$ cat config.mk
export PLATFORM = sky130hd
export DESIGN_NAME = sf_snp_ctrl
export DESIGN_NICKNAME = d
export VERILOG_FILES = /design/src/rtl/sf_snp_ctrl.sv
export SDC_FILE = /design/constraint.sdc
export NUM_CORES = 1
export LEC_CHECK = 0
export CAP_MARGIN = 25
export CELL_PAD_IN_SITES_DETAIL_PLACEMENT = 1
export CELL_PAD_IN_SITES_GLOBAL_PLACEMENT = 1
export CORE_ASPECT_RATIO = 1.75
export CORE_MARGIN = 10
export CORE_UTILIZATION = 31
export DETAILED_ROUTE_END_ITERATION = 10
export GPL_TIMING_DRIVEN = 1
export PLACE_DENSITY_LB_ADDON = 0.1
export SLEW_MARGIN = 20
export SYNTH_ARGS = -nofsm -noshare
export SYNTH_HDL_FRONTEND = slang
export SYNTH_SLANG_ARGS = --single-unit
$ cat constraint.sdc
create_clock -name clock -period 2.2 [get_ports clock]
set_input_delay 0.44 -clock clock [delete_from_list [all_inputs] [get_ports clock]]
set_output_delay 0.44 -clock clock [all_outputs]
set_load 0.005 [all_outputs]
$ cat src/rtl/sf_snp_ctrl.sv
// sf_snp_ctrl: snoop-filter snoop controller.
//
// Takes one snoop job at a time from the SF lookup stage, issues one snoop
// per cycle to every RN-F sharer other than the requester, collects the
// snoop responses (in any order) and reports completion with the
// accumulated PassDirty and error status.
//
// Ports
//   clock, reset                       sole clock; asynchronous active-low reset
//   req_valid/req_ready                snoop job handshake
//   req_addr/txnid/srcid/unique/sharers  job payload
//   snp_valid/snp_ready                outgoing snoop handshake
//   snp_addr/opcode/txnid/tgtid        snoop payload
//   rsp_valid/rsp_ready                SnpResp handshake
//   rsp_srcid/rsp_passdirty            response payload
//   done_valid/done_ready              completion handshake
//   done_txnid/dirty/err               completion payload
module sf_snp_ctrl #(
    parameter int NUM_RN     = 4,
    parameter int RN_BASE_ID = 1,
    parameter int TXNID_W    = 12,
    parameter int NODEID_W   = 7
) (
    input  logic                clock,
    input  logic                reset,

    input  logic                req_valid,
    output logic                req_ready,
    input  logic [47:0]         req_addr,
    input  logic [TXNID_W-1:0]  req_txnid,
    input  logic [NODEID_W-1:0] req_srcid,
    input  logic                req_unique,
    input  logic [NUM_RN-1:0]   req_sharers,

    output logic                snp_valid,
    input  logic                snp_ready,
    output logic [44:0]         snp_addr,
    output logic [4:0]          snp_opcode,
    output logic [TXNID_W-1:0]  snp_txnid,
    output logic [NODEID_W-1:0] snp_tgtid,

    input  logic                rsp_valid,
    output logic                rsp_ready,
    input  logic [NODEID_W-1:0] rsp_srcid,
    input  logic                rsp_passdirty,

    output logic                done_valid,
    input  logic                done_ready,
    output logic [TXNID_W-1:0]  done_txnid,
    output logic                done_dirty,
    output logic                done_err
);

    localparam logic [4:0] OP_SNP_SHARED = 5'h01;
    localparam logic [4:0] OP_SNP_UNIQUE = 5'h07;

    typedef enum logic [1:0] {
        IDLE = 2'd0,
        SEND = 2'd1,
        WAIT = 2'd2,
        DONE = 2'd3
    } state_t;

    state_t              state_reg, state_next;
    logic [44:0]         addr_reg;
    logic [TXNID_W-1:0]  txnid_reg;
    logic [4:0]          opcode_reg;
    logic [NUM_RN-1:0]   send_mask_reg, send_mask_next;
    logic [NUM_RN-1:0]   wait_mask_reg, wait_mask_next;
    logic                dirty_reg, dirty_next;
    logic                err_reg, err_next;
    logic                accept;

    // Line offset bits are not part of the snoop address.
    logic                unused_addr_lsbs;
    assign unused_addr_lsbs = ^req_addr[2:0];

    // NodeID -> RN index decode. A NodeID outside the tracked range decodes
    // to all zeros, so it neither clears a sharer nor matches a wait bit.
    logic [NUM_RN-1:0]   req_onehot;
    logic [NUM_RN-1:0]   rsp_onehot;

    generate
        for (genvar gi = 0; gi < NUM_RN; gi++) begin : g_id_decode
            assign req_onehot[gi] = (32'(req_srcid) == 32'(RN_BASE_ID + gi));
            assign rsp_onehot[gi] = (32'(rsp_srcid) == 32'(RN_BASE_ID + gi));
        end
    endgenerate

    // Lowest pending target: one-hot bit and its NodeID.
    logic [NUM_RN-1:0]   snp_onehot;
    logic [NODEID_W-1:0] snp_tgt_id;

    always_comb begin
        snp_onehot = '0;
        snp_tgt_id = '0;
        for (int i = NUM_RN - 1; i >= 0; i--) begin
            if (send_mask_reg[i]) begin
                snp_onehot = '0;
                snp_onehot[i] = 1'b1;
                snp_tgt_id = NODEID_W'(RN_BASE_ID + i);
            end
        end
    end

    // A response is only legitimate for a snoop already sent in an earlier
    // cycle, so the match is taken against the registered wait mask.
    logic rsp_match;
    assign rsp_match = |(rsp_onehot & wait_mask_reg);

    always_comb begin
        state_next     = state_reg;
        send_mask_next = send_mask_reg;
        wait_mask_next = wait_mask_reg;
        dirty_next     = dirty_reg;
        err_next       = err_reg;
        accept         = 1'b0;
        req_ready      = 1'b0;
        snp_valid      = 1'b0;
        rsp_ready      = 1'b0;
        done_valid     = 1'b0;

        case (state_reg)
            IDLE: begin
                req_ready = 1'b1;
                if (req_valid) begin
                    accept         = 1'b1;
                    send_mask_next = req_sharers & ~req_onehot;
                    wait_mask_next = '0;
                    dirty_next     = 1'b0;
                    err_next       = 1'b0;
                    state_next     = (|send_mask_next) ? SEND : DONE;
                end
            end

            SEND: begin
                snp_valid = 1'b1;
                rsp_ready = 1'b1;
                if (rsp_valid) begin
                    if (rsp_match) begin
                        wait_mask_next = wait_mask_reg & ~rsp_onehot;
                        dirty_next     = dirty_reg | rsp_passdirty;
                    end else begin
                        err_next = 1'b1;
                    end
                end
                if (snp_ready) begin
                    send_mask_next = send_mask_reg & ~snp_onehot;
                    wait_mask_next = wait_mask_next | snp_onehot;
                    if (send_mask_next == '0) begin
                        state_next = (wait_mask_next == '0) ? DONE : WAIT;
                    end
                end
            end

            WAIT: begin
                rsp_ready = 1'b1;
                if (rsp_valid) begin
                    if (rsp_match) begin
                        wait_mask_next = wait_mask_reg & ~rsp_onehot;
                        dirty_next     = dirty_reg | rsp_passdirty;
                    end else begin
                        err_next = 1'b1;
                    end
                end
                // Leave as soon as the last response is taken so that the
                // completion is presented on the following cycle.
                if (wait_mask_next == '0) begin
                    state_next = DONE;
                end
            end

            DONE: begin
                done_valid = 1'b1;
                if (done_ready) begin
                    state_next     = IDLE;
                    send_mask_next = '0;
                    wait_mask_next = '0;
                    dirty_next     = 1'b0;
                    err_next       = 1'b0;
                end
            end

            default: begin
                state_next = IDLE;
            end
        endcase
    end

    always_ff @(posedge clock or negedge reset) begin
        if (!reset) begin
            state_reg     <= IDLE;
            send_mask_reg <= '0;
            wait_mask_reg <= '0;
            dirty_reg     <= 1'b0;
            err_reg       <= 1'b0;
            addr_reg      <= '0;
            txnid_reg     <= '0;
            opcode_reg    <= '0;
        end else begin
            state_reg     <= state_next;
            send_mask_reg <= send_mask_next;
            wait_mask_reg <= wait_mask_next;
            dirty_reg     <= dirty_next;
            err_reg       <= err_next;
            if (accept) begin
                addr_reg   <= req_addr[47:3];
                txnid_reg  <= req_txnid;
                opcode_reg <= req_unique ? OP_SNP_UNIQUE : OP_SNP_SHARED;
            end
        end
    end

    // Payloads are driven only while their valid is up, so idle outputs
    // read as zero.
    assign snp_addr   = snp_valid  ? addr_reg   : '0;
    assign snp_opcode = snp_valid  ? opcode_reg : '0;
    assign snp_txnid  = snp_valid  ? txnid_reg  : '0;
    assign snp_tgtid  = snp_valid  ? snp_tgt_id : '0;
    assign done_txnid = done_valid ? txnid_reg  : '0;
    assign done_dirty = done_valid & dirty_reg;
    assign done_err   = done_valid & err_reg;

endmodule

Word level (Yosys, flattened, before mapping)
Cells that the tools add are included.
Storage, ports and cells
  register bits after elaboration: 74
  output and inout bits: 87
  word-level logic and storage cells: 98
Operators by class
  eq/ne operators: 19
  muxes and demuxes: 47
  bitwise logic cells: 11
  reductions and logical operators: 13
Operator list (count)
  4-bit 2-to-1 mux: 13
  45-bit 2-to-1 mux: 1
  7-bit by 2-bit == test with 1-bit output (second input constant): 4
  7-bit 2-to-1 mux: 4
  12-bit 2-to-1 mux: 2
  4-bit bitwise AND: 4
  4-bit one-hot mux with 4 select lines: 1
  7-bit by 1-bit == test with 1-bit output (second input constant): 2
  7-bit by 3-bit == test with 1-bit output (second input constant): 2
  1-bit 2-to-1 mux: 13
  4-bit zero test: 3
  2-bit 2-to-1 mux: 6
  2-bit != test (second input constant): 6
  4-bit inverter: 3
  4-bit one-hot mux with 3 select lines: 1
  4-bit AND reduction: 3
  2-bit one-hot mux with 4 select lines: 1
  4-bit OR reduction: 2
  3-bit 2-to-1 mux: 2
  1-bit one-hot mux with 3 select lines: 2
  5-bit 2-to-1 mux: 1
  5-bit AND reduction: 1
  2-bit == test (second input constant): 2
  2-bit by 1-bit != test with 1-bit output (second input constant): 2
  other kinds (8): 9

Longest topological paths before layout
Gate-level depths: netlist of the first run.
  depth in word-level cells: 12
  gate-level depth with buffers: 8

Worst setup path before layout of the first run
Ideal clock, no wire load.
  path kind: reg-to-output
  from: register state_reg[1]
  to: output port snp_opcode[2]
  data arrival time: 1.463 ns
  data required time: 1.760 ns
  slack: 0.297 ns
  stages on the path, launching flop included: 7
  path through: dfrtp_1 inv_1 ha_1 clkbuf_1 clkbuf_1 and2_1 buf_4
On the way
  word-level cells in the longest chain between the ends: 3
Ends and longest elaborated chain
  from (decl): line 64  | state_t state_reg, state_next;
  from (signal assigned): line 201  | state_reg <= state_next;
  2-bit by 1-bit == test with 1-bit output: line 123  | case (state_reg)
  1-bit 2-to-1 mux: line 123
  net snp_valid: line 35  | output logic snp_valid,
  5-bit 2-to-1 mux: line 217  | assign snp_opcode = snp_valid ? opcode_reg : '0;
  to (decl): line 38  | output logic [4:0] snp_opcode,
The timed path passes the listed nets, and every way through them passes these cells.

Final worst setup path of the first run
  from: register state_reg[0]
  to: output port snp_txnid[10]
On the way
  word-level cells in the longest chain between the ends: 3
Ends and longest elaborated chain
  2-bit by 1-bit == test with 1-bit output: line 123
  1-bit 2-to-1 mux: line 123
  12-bit 2-to-1 mux: line 218  | assign snp_txnid = snp_valid ? txnid_reg : '0;
  to (decl): line 39  | output logic [TXNID_W-1:0] snp_txnid,
Every way passes these cells.

==> results.md, run 1 <==
Worst setup path:
- The data arrival time of the critical path is around 1.8 ns.
- The worst-path maximum fanout is 14.
- The worst setup path is of the flop to output pin kind.
- The worst path required time is approximately 1.8 ns.
- The worst setup path is captured at an output pin.
- STA classifies the critical path startpoint as a flop.

Timing:
- The number of hold violations in the final report came to 0.
- The highest clock rate is 451 MHz.
- Setup violations remaining at the end of the flow were counted as 2.
- The max-slew violation count was 0.
- Setup repair after global routing could not meet its margin everywhere.
- The shortest period the worst path allows is 2.22 ns.
- Hold timing on the final database bottoms out at a slack of roughly 0.47 ns.
- For the final database, setup skew stands at between 0.005 and 0.006 ns.
- In the post-route analysis, the smallest setup slack over all paths is -0.0164 ns.
- In the finished design, the share of the clock period the worst path needs comes to 101%.

Synth:
- The commonest cells after synthesis are sky130_fd_sc_hd__and2_1 (74), sky130_fd_sc_hd__dfrtp_1 (71), sky130_fd_sc_hd__mux2_2 (58), sky130_fd_sc_hd__nor2_1 (14), sky130_fd_sc_hd__o21ai_0 (9).
- The share of async-settable or async-resettable flops after synthesis is 100%.
- Synthesis produced a netlist whose cell count is 329.
- The number of distinct standard cells referenced by the synthesized netlist is 48.
- The share of the synthesized area in the top cell type is 48.1%.
- The Yosys step of the flow raised 0 warnings.
- The synthesized area per cell is 11.2 µm².
- The leading area contributor after synthesis is sky130_fd_sc_hd__dfrtp_1.
- After synthesis the cells add up to about 0.0037 mm².
- The number of synthesized register bits is 71.
- The fraction of the yosys area taken by sequential cells is between 40% and 50%.
- By area the synthesized netlist is led by sky130_fd_sc_hd__dfrtp_1 (48%), sky130_fd_sc_hd__mux2_2 (18%), sky130_fd_sc_hd__and2_1 (13%).
- The most frequent cell after synthesis is sky130_fd_sc_hd__and2_1.
- For this run, the leading register cell type out of synthesis is sky130_fd_sc_hd__dfrtp_1.
- The synthesized design contains 0 enable-type register cells.

Run status:
- The run finished, with violations left.
- The checks that failed: negative setup slack.

Clocking:
- The clock edge transition at the registers on the reported setup and hold paths is 0.06 ns.
- The buffer cell driving the clock tree root is sky130_fd_sc_hd__clkbuf_16.
- Clock tree synthesis found a total of about 70 sinks.
- The number of buffers created by CTS is 9.
- In this run the deepest clock path goes through 2 buffers.
- TritonCTS built the clock tree.
- The clock tree synthesis step divided the H-tree into 3 levels.
- The clock latency at the later pin of the worst-skew pair is 0.33 ns.

Placement:
- The wire-length estimate of the detail-placed layout is 10300 µm.
- The number of buffers added on ports is 163.
- At the end of routability-driven placement, the weighted congestion stood at 0.851.

Layout:
- The final core utilization is approximately 52%.
- The layout net count is 615.
- The proportion of layout cells with a drive suffix above 1 is 33.6%.
- The number of flip-flops in the largest register is 45.
- The filler cells instantiated in the layout total 1270.
- The synthesis-to-layout area growth is 62.9%.

Drt:
- The number of nets with antenna violations after routing is 0.
- For this run, design rule violations remaining after detail routing come to 0.
- The first routing iteration left 52 violations.
- The via count is between 3000 and 4000.
- In the final routed layout, each cell accounts on average for 20.8 µm.
- The number of search-and-repair iterations in the first detailed-routing pass is 4.
- The total routed wirelength is between 10000 and 15000 µm.
- After detailed routing, the number of vias per cell comes to 4.94.

Floorplan:
- From left edge to right edge, the die measures 103 µm.
- The y dimension of the die is 164 µm.
- After floorplanning, the core was sized to cover ~0.012 mm².
- The initialized floorplan defines 52 standard-cell rows.
- The number of primary I/O pins is around 170.
- The effective utilization at floorplan is 31.7%.
- The die footprint is 0.0168 mm².

GRT:
- The remaining global-route overflow is 0.
- The peak-usage layer in the global routing report is met2.
- The global-route wire length before repair is around 21000 µm.
- In the global route stage, met1 resource usage came out at 14.8%.
- The pin count of the biggest net entering global routing is 55.
- The number of global-route vias before repair is 3790.
- The met3 capacity usage during global routing is 5.86%.
- Global routing used 30.3% of the available met2 tracks.
- For this run, the total global-route usage over all layers was measured as 16.1%.
- The number of antenna violations at the first check in global routing is 1.

Pwr:
- The total power per unit cell area is 1340 mW/mm².
- IR analysis of the VDD net gives a maximum drop of between 0.5 and 0.6 mV.
- Summed over all cells, the static leakage comes to 2.81 nW.

Hold path:
- The class of the tightest hold or removal check is flop to flop.

Flow run:
- The max-capacitance violation count is 0.
power breakdown:
group / switching [mW] / internal, mW / total [mW]
sequential: 0.355 / 1.93 / 2.29
combinational: 1.77 / 2.44 / 4.22
clock: 0.588 / 1.00 / 1.59
area by class of cell:
cell class              count  area (µm²)  area share, %
flip-flops and latches     71        1780           29.6
inverters                   8        30.0          0.499
multi-input cells         232        1850           30.8
well taps                 135         169           2.81
repair buffers            203        1860           30.9
clock inverters             6        93.8           1.56
diodes                      1        2.50         0.0416
clock buffers              10         229           3.81
per-layer routing:
layer	up-vias	routed length, µm
met5	-	0
met4	0	516
met3	29	1070
met2	106	7930
met1	1636	4310
li1	1518	-
stage by stage:
step	power (mW)	setup WS, ns	cells	TNS, ns	cell area, µm²
detailed placement	6.41	-0.0918	629	-0.687	5600
global route	8.69	-0.0627	666	-0.220	6020
floorplan	4.11	0.297	334	0	3710
global placement	6.28	-0.0485	629	-0.0485	5600
CTS	8.05	-0.0985	656	-0.401	6020
finish	8.09	-0.0164	666	-0.0221	6020
layout by cell type, fill, tap and decap left out, types with 3 or more instances in the layout:
master                            netlist  routed
sky130_fd_sc_hd__buf_12                 0       5
sky130_fd_sc_hd__nand2_1                5       4
sky130_fd_sc_hd__buf_6                  0       4
sky130_fd_sc_hd__clkbuf_2               0      42
sky130_fd_sc_hd__nor2_1                14      13
sky130_fd_sc_hd__inv_1                  6       5
sky130_fd_sc_hd__clkdlybuf4s50_1        0      86
sky130_fd_sc_hd__dlygate4sd2_1          0      13
sky130_fd_sc_hd__nand3_1                4       4
sky130_fd_sc_hd__and2_4                 0       3
sky130_fd_sc_hd__clkbuf_16              0      10
sky130_fd_sc_hd__ha_4                   0       3
sky130_fd_sc_hd__a21oi_1                4       4
sky130_fd_sc_hd__mux2_2                58      58
sky130_fd_sc_hd__nand3b_1               4       4
sky130_fd_sc_hd__inv_2                  2       3
sky130_fd_sc_hd__nor2b_1                3       3
sky130_fd_sc_hd__o21ai_0                9       9
sky130_fd_sc_hd__dfrtp_1               71      70
sky130_fd_sc_hd__and2_1                74      71
sky130_fd_sc_hd__a31oi_1                4       4
sky130_fd_sc_hd__dlymetal6s2s_1         0       8
sky130_fd_sc_hd__a32o_1                 4       4
sky130_fd_sc_hd__clkdlybuf4s15_1        0      13
sky130_fd_sc_hd__mux2i_1                3       3
sky130_fd_sc_hd__buf_4                  7      28
sky130_fd_sc_hd__conb_1                 1       6
cells by family after synthesis:
family / Yosys count / share of synthesized area, %
flops: 71 / 48.1
compound gates: 37 / 7.39
fa+ha+maj: 5 / 1.66
simple gates: 123 / 20.2
other cells: 1 / 0.102
buf+inv: 31 / 4.00
mux: 61 / 18.5
critical path: stages (launching register included):
cell	delay, ns
sky130_fd_sc_hd__dfrtp_2	0.43
sky130_fd_sc_hd__buf_4	0.15
sky130_fd_sc_hd__ha_4	0.18
sky130_fd_sc_hd__buf_6	0.13
sky130_fd_sc_hd__clkbuf_16	0.16
sky130_fd_sc_hd__and2_1	0.13
sky130_fd_sc_hd__dlygate4sd2_1	0.26
path summary, 6_finish.rpt:
| path | from | endpoint | slack, ns | cells after the start |
|---|---|---|---|---|
| max | state_reg[0] | snp_txnid[10] | -0.02 | 6 |
| min | opcode_reg[0] | opcode_reg[0] | 0.47 | 1 |
| max reg2reg | state_reg[0] | state_reg[1] | 0.09 | 10 |
| min reg2reg | opcode_reg[0] | opcode_reg[0] | 0.47 | 1 |
| max in group asynchronous | reset | state_reg[0] | 1.06 | 3 |
| min in group asynchronous | reset | wait_mask_reg[2] | 0.53 | 2 |
timing repair:
action,in CTS,in global routing
resized for setup,80,114
hold buffers,1,0
buffers inserted,8,8
gates cloned,2,1
setup endpoints to repair,81,14
endpoints found under the hold margin,17,0
pin swaps,1,1
Note: power is estimated with default switching activity, not from simulation.
==> inputs of run 2 (changes only) <==
--- a/config.mk
+++ b/config.mk
@@ -9,12 +9,10 @@
 export CELL_PAD_IN_SITES_DETAIL_PLACEMENT = 1
 export CELL_PAD_IN_SITES_GLOBAL_PLACEMENT = 1
 export CORE_ASPECT_RATIO = 1.75
-export CORE_MARGIN = 10
 export CORE_UTILIZATION = 31
 export DETAILED_ROUTE_END_ITERATION = 10
 export GPL_TIMING_DRIVEN = 1
 export PLACE_DENSITY_LB_ADDON = 0.1
-export SLEW_MARGIN = 20
 export SYNTH_ARGS = -nofsm -noshare
 export SYNTH_HDL_FRONTEND = slang
 export SYNTH_SLANG_ARGS = --single-unit
==> run 2 against run 1 <==
Effect of this change: the run ends with design-rule violations, negative setup slack left; register-to-register slack better by 0.07 ns; sequential power about the same; fmax up 0.20%; utilization up 2.5 points; critical path type unchanged; highest routed layer unchanged.
==> results.md, run 2 (synthesized netlist as in run 1, its figures left out) <==
Clocking:
- The clock tree synthesis step divided the H-tree into 3 levels.
- The clock edge transition at the registers on the reported setup and hold paths is 0.06 ns.
- The number of buffers on the longest clock path is 2.
- At the later pin of the worst-skew pair, clock insertion delay measures 0.33 ns.
- The number of sinks driven by the clock tree is 71.
- The CTS tree is yes.
- TritonCTS created 9 clock buffers.
- In this run the clock root is driven by a sky130_fd_sc_hd__clkbuf_16.

Placement:
- The wire-length estimate of the detail-placed layout is 8380 µm.
- The number of buffers added on ports is roughly 160.
- After detailed placement, the total cell area comes to ~0.0056 mm².
- The global placer's final weighted congestion is 0.812.

Layout:
- The number of antenna diodes is 0.
- Compared with the post-synthesis result, the final layout area differs by 70.0%.
- The register with the most flip-flops in the layout has 45 of them.
- The final instance area is 0.00628 mm².
- Leaving out fill and tap cells, the most frequent cells in the layout are sky130_fd_sc_hd__clkdlybuf4s50_1 (83), sky130_fd_sc_hd__and2_1 (73), sky130_fd_sc_hd__dfrtp_1 (70).
- In the final layout, the share of cells above drive strength 1 is 28.1%.
- At the end of the flow the core is filled with cells to 54.2%.
- At the end of the flow, the number of nets in the layout was 619.
- The commonest non-fill, non-tap cell in the layout is sky130_fd_sc_hd__clkdlybuf4s50_1.
- Summing all flip-flop and latch instances after layout gives 0.00178 mm².
- The multi-input combinational cells in the finished layout cover a total of between 0.0015 and 0.002 mm².
- The fill cell instance count of the final layout is 1248.

Flow run:
- Across the run, the number of max-cap violations was 0.

Worst setup path:
- The type of element capturing the critical path is an output pin.
- The critical path is of the flop to output pin type.
- At the worst endpoint, the arrival time is between 1.5 and 2 ns.
- The critical path startpoint category is a flop.
- Of all nets on the critical path, the largest fanout is 15.
- The critical path starts at state_reg[1].
- Across all register-to-register paths, the minimum setup slack is ~0.16 ns.
- The worst path required time is 1.76 ns.
- The reg-to-reg startpoint is state_reg[0].

Floorplan:
- The floorplan step set the die height to 146 µm.
- The number of core rows is 52.
- The area of the core is 0.0116 mm².
- In this run the count of I/O pins placed on the die edge is about 170.
- The die covers 0.0124 mm².
- The die is 84.5 µm wide.
- The effective utilization at floorplan is 31.9%.

Pwr:
- The worst voltage drop across the vdd grid is 0.713 mV.
- Of the total power, registers draw 27.6%.
- The combinational fraction of design power is 52.0%.
- The power dissipated by switching net loads is 2.61 mW.
- The total power per unit cell area is 1320 mW/mm².
- The internal power of the cells totals 5.67 mW.
- The standby leakage power is around 3.3 nW.
- The clock network accounts for 20.3% of the total power.
- The switching part of the total is 31.5%.

Drt:
- The length of routed wiring on met1 is 4150 µm.
- The number of design-rule violations left by the first detailed-router iteration is 79.
- The total routed wirelength is 11700 µm.
- The via count normalized by instance count is 4.86.
- The residual DRC count is 7.
- After detailed routing, the average wire length per cell comes to 17.5 µm.
- The highest metal layer with signal wires is met4.
- The number of nets with antenna violations after routing is 0.
- The met2 wire length is 6620 µm.
- The final route contains 3249 vias.
- The first TritonRoute pass finished after 7 iterations.
- The routed design uses 663 µm of met3 wire.

Hold path:
- The path class of the tightest hold or removal check is flop to flop.
- The worst hold path begins at opcode_reg[0].

GRT:
- The global-route wire length before repair is 18600 µm.
- The overall global routing resource usage is 19.5%.
- The number of global-route vias before repair came to roughly 3700.
- The number of antenna violations at the first check in global routing is 0.
- The remaining global-route overflow is 0.
- Entering global routing, the biggest net connects 57 pins.

Timing:
- For the pin with the worst max-slew slack, the measured transition is 0.612 ns.
- The portion of the clock cycle consumed by the worst path in the final layout is 101%.
- Based on the critical path, the design can be clocked at up to 452 MHz.
- The final setup skew is 0.00832 ns.
- Setup repair after global routing could not meet its margin everywhere.
- Counting I/O delays and the setup requirement, the final critical path takes between 2 and 2.5 ns.
- Setup violations remaining at the end of the flow were counted as 2.
- The max-slew violation count was 0.
- Measured against its own limit, the worst slew margin works out to 58.8%.
- The number of hold violations in the final report came to 0.
- The setup slack of the critical path after layout is -0.0120 ns.

Run status:
- The checks that failed: design-rule violations, negative setup slack.
- The flow ran to the end, but the final reports show violations.
## run 2: cell types whose count changed in the layout (fill, tap and decap cells not counted), moves of 3 or more
cell / before / now
sky130_fd_sc_hd__dlymetal6s2s_1: 8 / 37
sky130_fd_sc_hd__clkbuf_2: 42 / 14
sky130_fd_sc_hd__dlygate4sd2_1: 13 / 27
sky130_fd_sc_hd__clkdlybuf4s15_1: 13 / 1
sky130_fd_sc_hd__buf_4: 28 / 31
sky130_fd_sc_hd__buf_6: 4 / 1
sky130_fd_sc_hd__clkdlybuf4s50_1: 86 / 83
## run 2: repair_timing
action	in CTS	in global routing
pin swaps	0	1
gates cloned	1	3
hold buffers	1	0
endpoints found under the hold margin	15	0
gates resized for setup	52	71
buffers inserted	4	14
endpoints found under the setup margin	79	40
## run 2: area by class of cell
class | instances | area share (%)
well taps | 135 | 2.69
inverters | 8 | 0.518
multi-input cells | 232 | 29.2
clock buffers | 9 | 3.59
clock inverters | 7 | 1.89
flip-flops and latches | 71 | 28.3
repair buffers | 207 | 33.8
## run 2: critical path, cell delays in order, from the launching register on
cell and delay, ns:
sky130_fd_sc_hd__dfrtp_1 0.41, sky130_fd_sc_hd__buf_4 0.15, sky130_fd_sc_hd__ha_4 0.16, sky130_fd_sc_hd__buf_12 0.14, sky130_fd_sc_hd__and2_1 0.13, sky130_fd_sc_hd__clkdlybuf4s50_1 0.46
## run 2: layer usage
layer  vias to the layer above  track usage, %
met4                         0            9.07
li1                       1531               -
met2                       102            35.5
met1                      1600            19.9
met3                        16            6.16
met5                         -               0
## run 2: power groups by stage
stage / sequential, mW / clock, mW / combinational, mW
after detailed placement: 2.30 / 0 / 4.03
after global routing: 2.39 / 1.77 / 4.68
after CTS: 2.29 / 1.73 / 4.08
final: 2.29 / 1.68 / 4.31
after global placement: 2.26 / 0 / 3.93
after floorplan: 2.15 / 0 / 1.96
## run 2: path summary, 6_finish.rpt
path | endpoint | cells after the start
min reg2reg | opcode_reg[0] | 1
max reg2reg | state_reg[1] | 9
max in group asynchronous | state_reg[0] | 3
max | done_txnid[11] | 5
min | opcode_reg[0] | 1
min in group asynchronous | wait_mask_reg[3] | 2
## run 2: per-stage QoR
step | power, mW | instances | setup TNS [ns] | worst slack, ns | hold WS, ns
4_1_cts | 8.10 | 652 | -3.21 | -0.128 | 0.471
3_5_place_dp | 6.33 | 630 | -0.0287 | -0.0287 | 0.320
2_1_floorplan | 4.11 | 334 | 0 | 0.297 | 0.144
6_report | 8.28 | 669 | -0.0202 | -0.0120 | 0.470
5_1_grt | 8.84 | 669 | -0.249 | -0.0574 | 0.478
3_3_place_gp | 6.19 | 630 | -0.00440 | -0.00440 | 0.321
==> inputs of run 3 (changes only) <==
--- a/config.mk
+++ b/config.mk
@@ -13,6 +13,7 @@
 export DETAILED_ROUTE_END_ITERATION = 10
 export GPL_TIMING_DRIVEN = 1
 export PLACE_DENSITY_LB_ADDON = 0.1
+export SETUP_SLACK_MARGIN = 0.15
 export SYNTH_ARGS = -nofsm -noshare
 export SYNTH_HDL_FRONTEND = slang
 export SYNTH_SLANG_ARGS = --single-unit
==> run 3 against run 2 <==
Effect of this change: first-iteration DRC count decreased by 7.6%; flip-flop and latch count unchanged; sequential power increased by 2%; routed wire length increased by 4.6%; final area increased by 4.0%; via count increased by 1.7%; hold slack improved by 0.0067 ns; combinational power increased by 23%; count of clock-buffer cells in the layout unchanged; the run still ends with design-rule violations, negative setup slack left; critical endpoint is now snp_addr[42]; power increased by 13%; non-clock buffer count increased by 5.
==> results.md, run 3 (synthesized netlist as in run 1, its figures left out) <==
Clocking:
- The H-tree generated during clock tree synthesis spans 3 levels.
- The number of sinks driven by the clock tree is 71.
- The clock edge transition at the registers on the reported setup and hold paths is 0.06 ns.
- The CTS tree is yes.
- Counting the buffers created by CTS gives 9.
- The number of buffers on the longest clock path is 2.
- The cell sitting at the root of the clock tree is a sky130_fd_sc_hd__clkbuf_16.
- The clock latency at the later pin of the worst-skew pair is 0.33 ns.

Timing:
- The final hold slack is 0.477 ns.
- In the finished design, the share of the clock period the worst path needs comes to 103%.
- The final setup skew is 0.00941 ns.
- Setup repair after global routing could not meet its margin everywhere.
- The shortest period the worst path allows is around 2.3 ns.
- Once routing completed, OpenROAD measured the worst setup slack at -0.0638 ns.
- The number of hold violations in the final report is 0.
- The accumulated negative setup slack is -0.0967 ns.
- The final number of setup-violating endpoints is 3.
- For this run, the top clock speed supported by timing is around 440 MHz.
- The max-slew violation count is 0.

Drt:
- For this block, the routed nets add up to 12300 µm of wire.
- The routed layout has 3303 vias.
- The via count normalized by instance count is between 4 and 5.
- The number of design-rule violations left by the first detailed-router iteration is 73.
- In the routed design, unresolved DRC markers number 8.
- The number of nets with antenna violations after routing is 0.
- In the final routed layout, each cell accounts on average for 18.2 µm.
- The number of search-and-repair iterations in the first detailed-routing pass is 7.

Layout:
- Cells fill a little under three fifths of the core in the end.
- In the final layout, the share of cells above drive strength 1 is approximately 47%.
- The number of flip-flops in the largest register is 45.
- The layout has 1245 filler cells.
- For this run, the number of standard cells in the final layout without fillers is just under 700.
- The layout net count is 624.
- The top cell types in the final layout, fill and taps aside, are sky130_fd_sc_hd__clkdlybuf4s50_1 (82), sky130_fd_sc_hd__dfrtp_1 (70), sky130_fd_sc_hd__mux2_2 (58).
- The repair_antennas step left the layout with diodes totalling 0.
- Relative to the synthesized area, the layout overhead comes to 76.9%.
- Once layout is done, the placed cells without fillers occupy approximately 0.0065 mm².
- The library cell used most frequently in the layout, excluding fill and tap cells, is sky130_fd_sc_hd__clkdlybuf4s50_1.

Run status:
- The run finished, with violations left.
- The checks that failed: design-rule violations, negative setup slack.

Worst setup path:
- The reg2reg setup slack is about 0.19 ns.
- The logic depth of the worst register-to-register path is 9.
- The worst path required time is 1.76 ns.
- The signal on the critical path passes through ha_4 > buf_12 > buf_8 > buf_16 > buf_8 > buf_6 > and2_4 > buf_6.
- The worst setup path is of the flop to output pin kind.
- Among all stages on the critical path, the largest delay is contributed by sky130_fd_sc_hd__dfrtp_2.
- The type of element capturing the critical path is an output pin.
- For the worst setup path, the data arrival time is 1.82 ns.
- STA classifies the critical path startpoint as a flop.
- In this run the critical register-to-register path is launched from state_reg[0].
- In this run the worst setup path terminates at snp_addr[42].
- In this run the worst path has a maximum fanout of 8.
- The endpoint identified for the worst register-to-register timing path is wait_mask_reg[3].
- The worst setup path startpoint is state_reg[0].
- On the worst path, the slowest cell contributes a delay of approximately 0.46 ns.

Placement:
- The worst setup slack after placement is -0.0287 ns.
- The global placer's final weighted congestion is 0.812.
- Detailed placement finished with a half-perimeter wire length of 8380 µm.
- The cell area after placement is 0.00562 mm².
- The number of buffers added on ports is 163.
- The number of instances in the placed design is 630.

Pwr:
- After layout, the design draws a total of 9.33 mW.
- In this run the power density over the cells is ~1400 mW/mm².
- The worst voltage drop across the vdd grid is 0.714 mV.
- Summed over all cells, the static leakage comes to 3.10 nW.

Floorplan:
- Pin placement for this block handled 173 I/O pins.
- The number of core rows is 52.
- The total area inside the core boundary comes to 0.0116 mm².
- The effective utilization at floorplan is 31.9%.
- The die footprint is 0.0124 mm².
- In this run the horizontal extent of the chip is roughly 85 µm.
- The y dimension of the die is ~150 µm.

GRT:
- The number of global-route vias before repair is 3750.
- For this run, the total global-route usage over all layers was measured as 20.2%.
- The pin count of the biggest net entering global routing is 57.
- The remaining global-route overflow is 0.
- The number of antenna violations at the first check in global routing is 0.
- The first global-routing pass estimated 19100 µm of wire.

Flow run:
- Across the run, the number of max-cap violations was 0.

Hold path:
- The class of the tightest hold or removal check is flop to flop.
## run 3: final cells by class
| cell class | instances | area [µm²] | area share (%) |
|---|---|---|---|
| Multi-Input combinational cell | 232 | 1970 | 30.2 |
| Sequential cell | 71 | 1780 | 27.2 |
| Clock buffer | 9 | 225 | 3.45 |
| Tap cell | 135 | 169 | 2.59 |
| Inverter | 8 | 32.5 | 0.498 |
| Timing Repair Buffer | 212 | 2230 | 34.2 |
| Clock inverter | 7 | 119 | 1.82 |
## run 3: what timing repair did
item | CTS | global route
resized for setup | 316 | 69
hold buffers | 1 | 0
setup buffers | 19 | 3
endpoints found under the setup margin | 81 | 79
hold endpoints to repair | 15 | 0
cloned | 3 | 2
pin swaps | 3 | 1
## run 3: per-layer routing
metal / wire, µm / GRT usage, %
met5: 0 / 0
met4: 448 / 9.92
met3: 736 / 6.16
met2: 6800 / 37.4
met1: 4290 / 20.2
## run 3: worst min-delay path by stage
stage	from	to	slack, ns	cells past startpoint
after detailed placement	reset	wait_mask_reg[3]	0.32	1
final	opcode_reg[0]	opcode_reg[0]	0.48	1
after global placement	reset	wait_mask_reg[2]	0.32	1
after floorplan	reset	addr_reg[0]	0.14	0
after CTS	opcode_reg[0]	opcode_reg[0]	0.48	1
after global routing	opcode_reg[0]	opcode_reg[0]	0.49	1
## run 3: report_power, final
group          leakage, nW  switching [mW]  total, mW  internal (mW)
Sequential           0.850           0.402       2.33           1.93
Clock                0.162           0.582       1.69           1.11
Combinational         2.09            1.94       5.31           3.36
Total                 3.10            2.93       9.33           6.40
## run 3: worst max-delay path: cells and delay by family (launching register included)
kind / cells / cell delay [ns]
fa+ha+maj: 1 / 0.21
simple gates: 1 / 0.12
flops: 1 / 0.46
buf+inv: 6 / 0.70
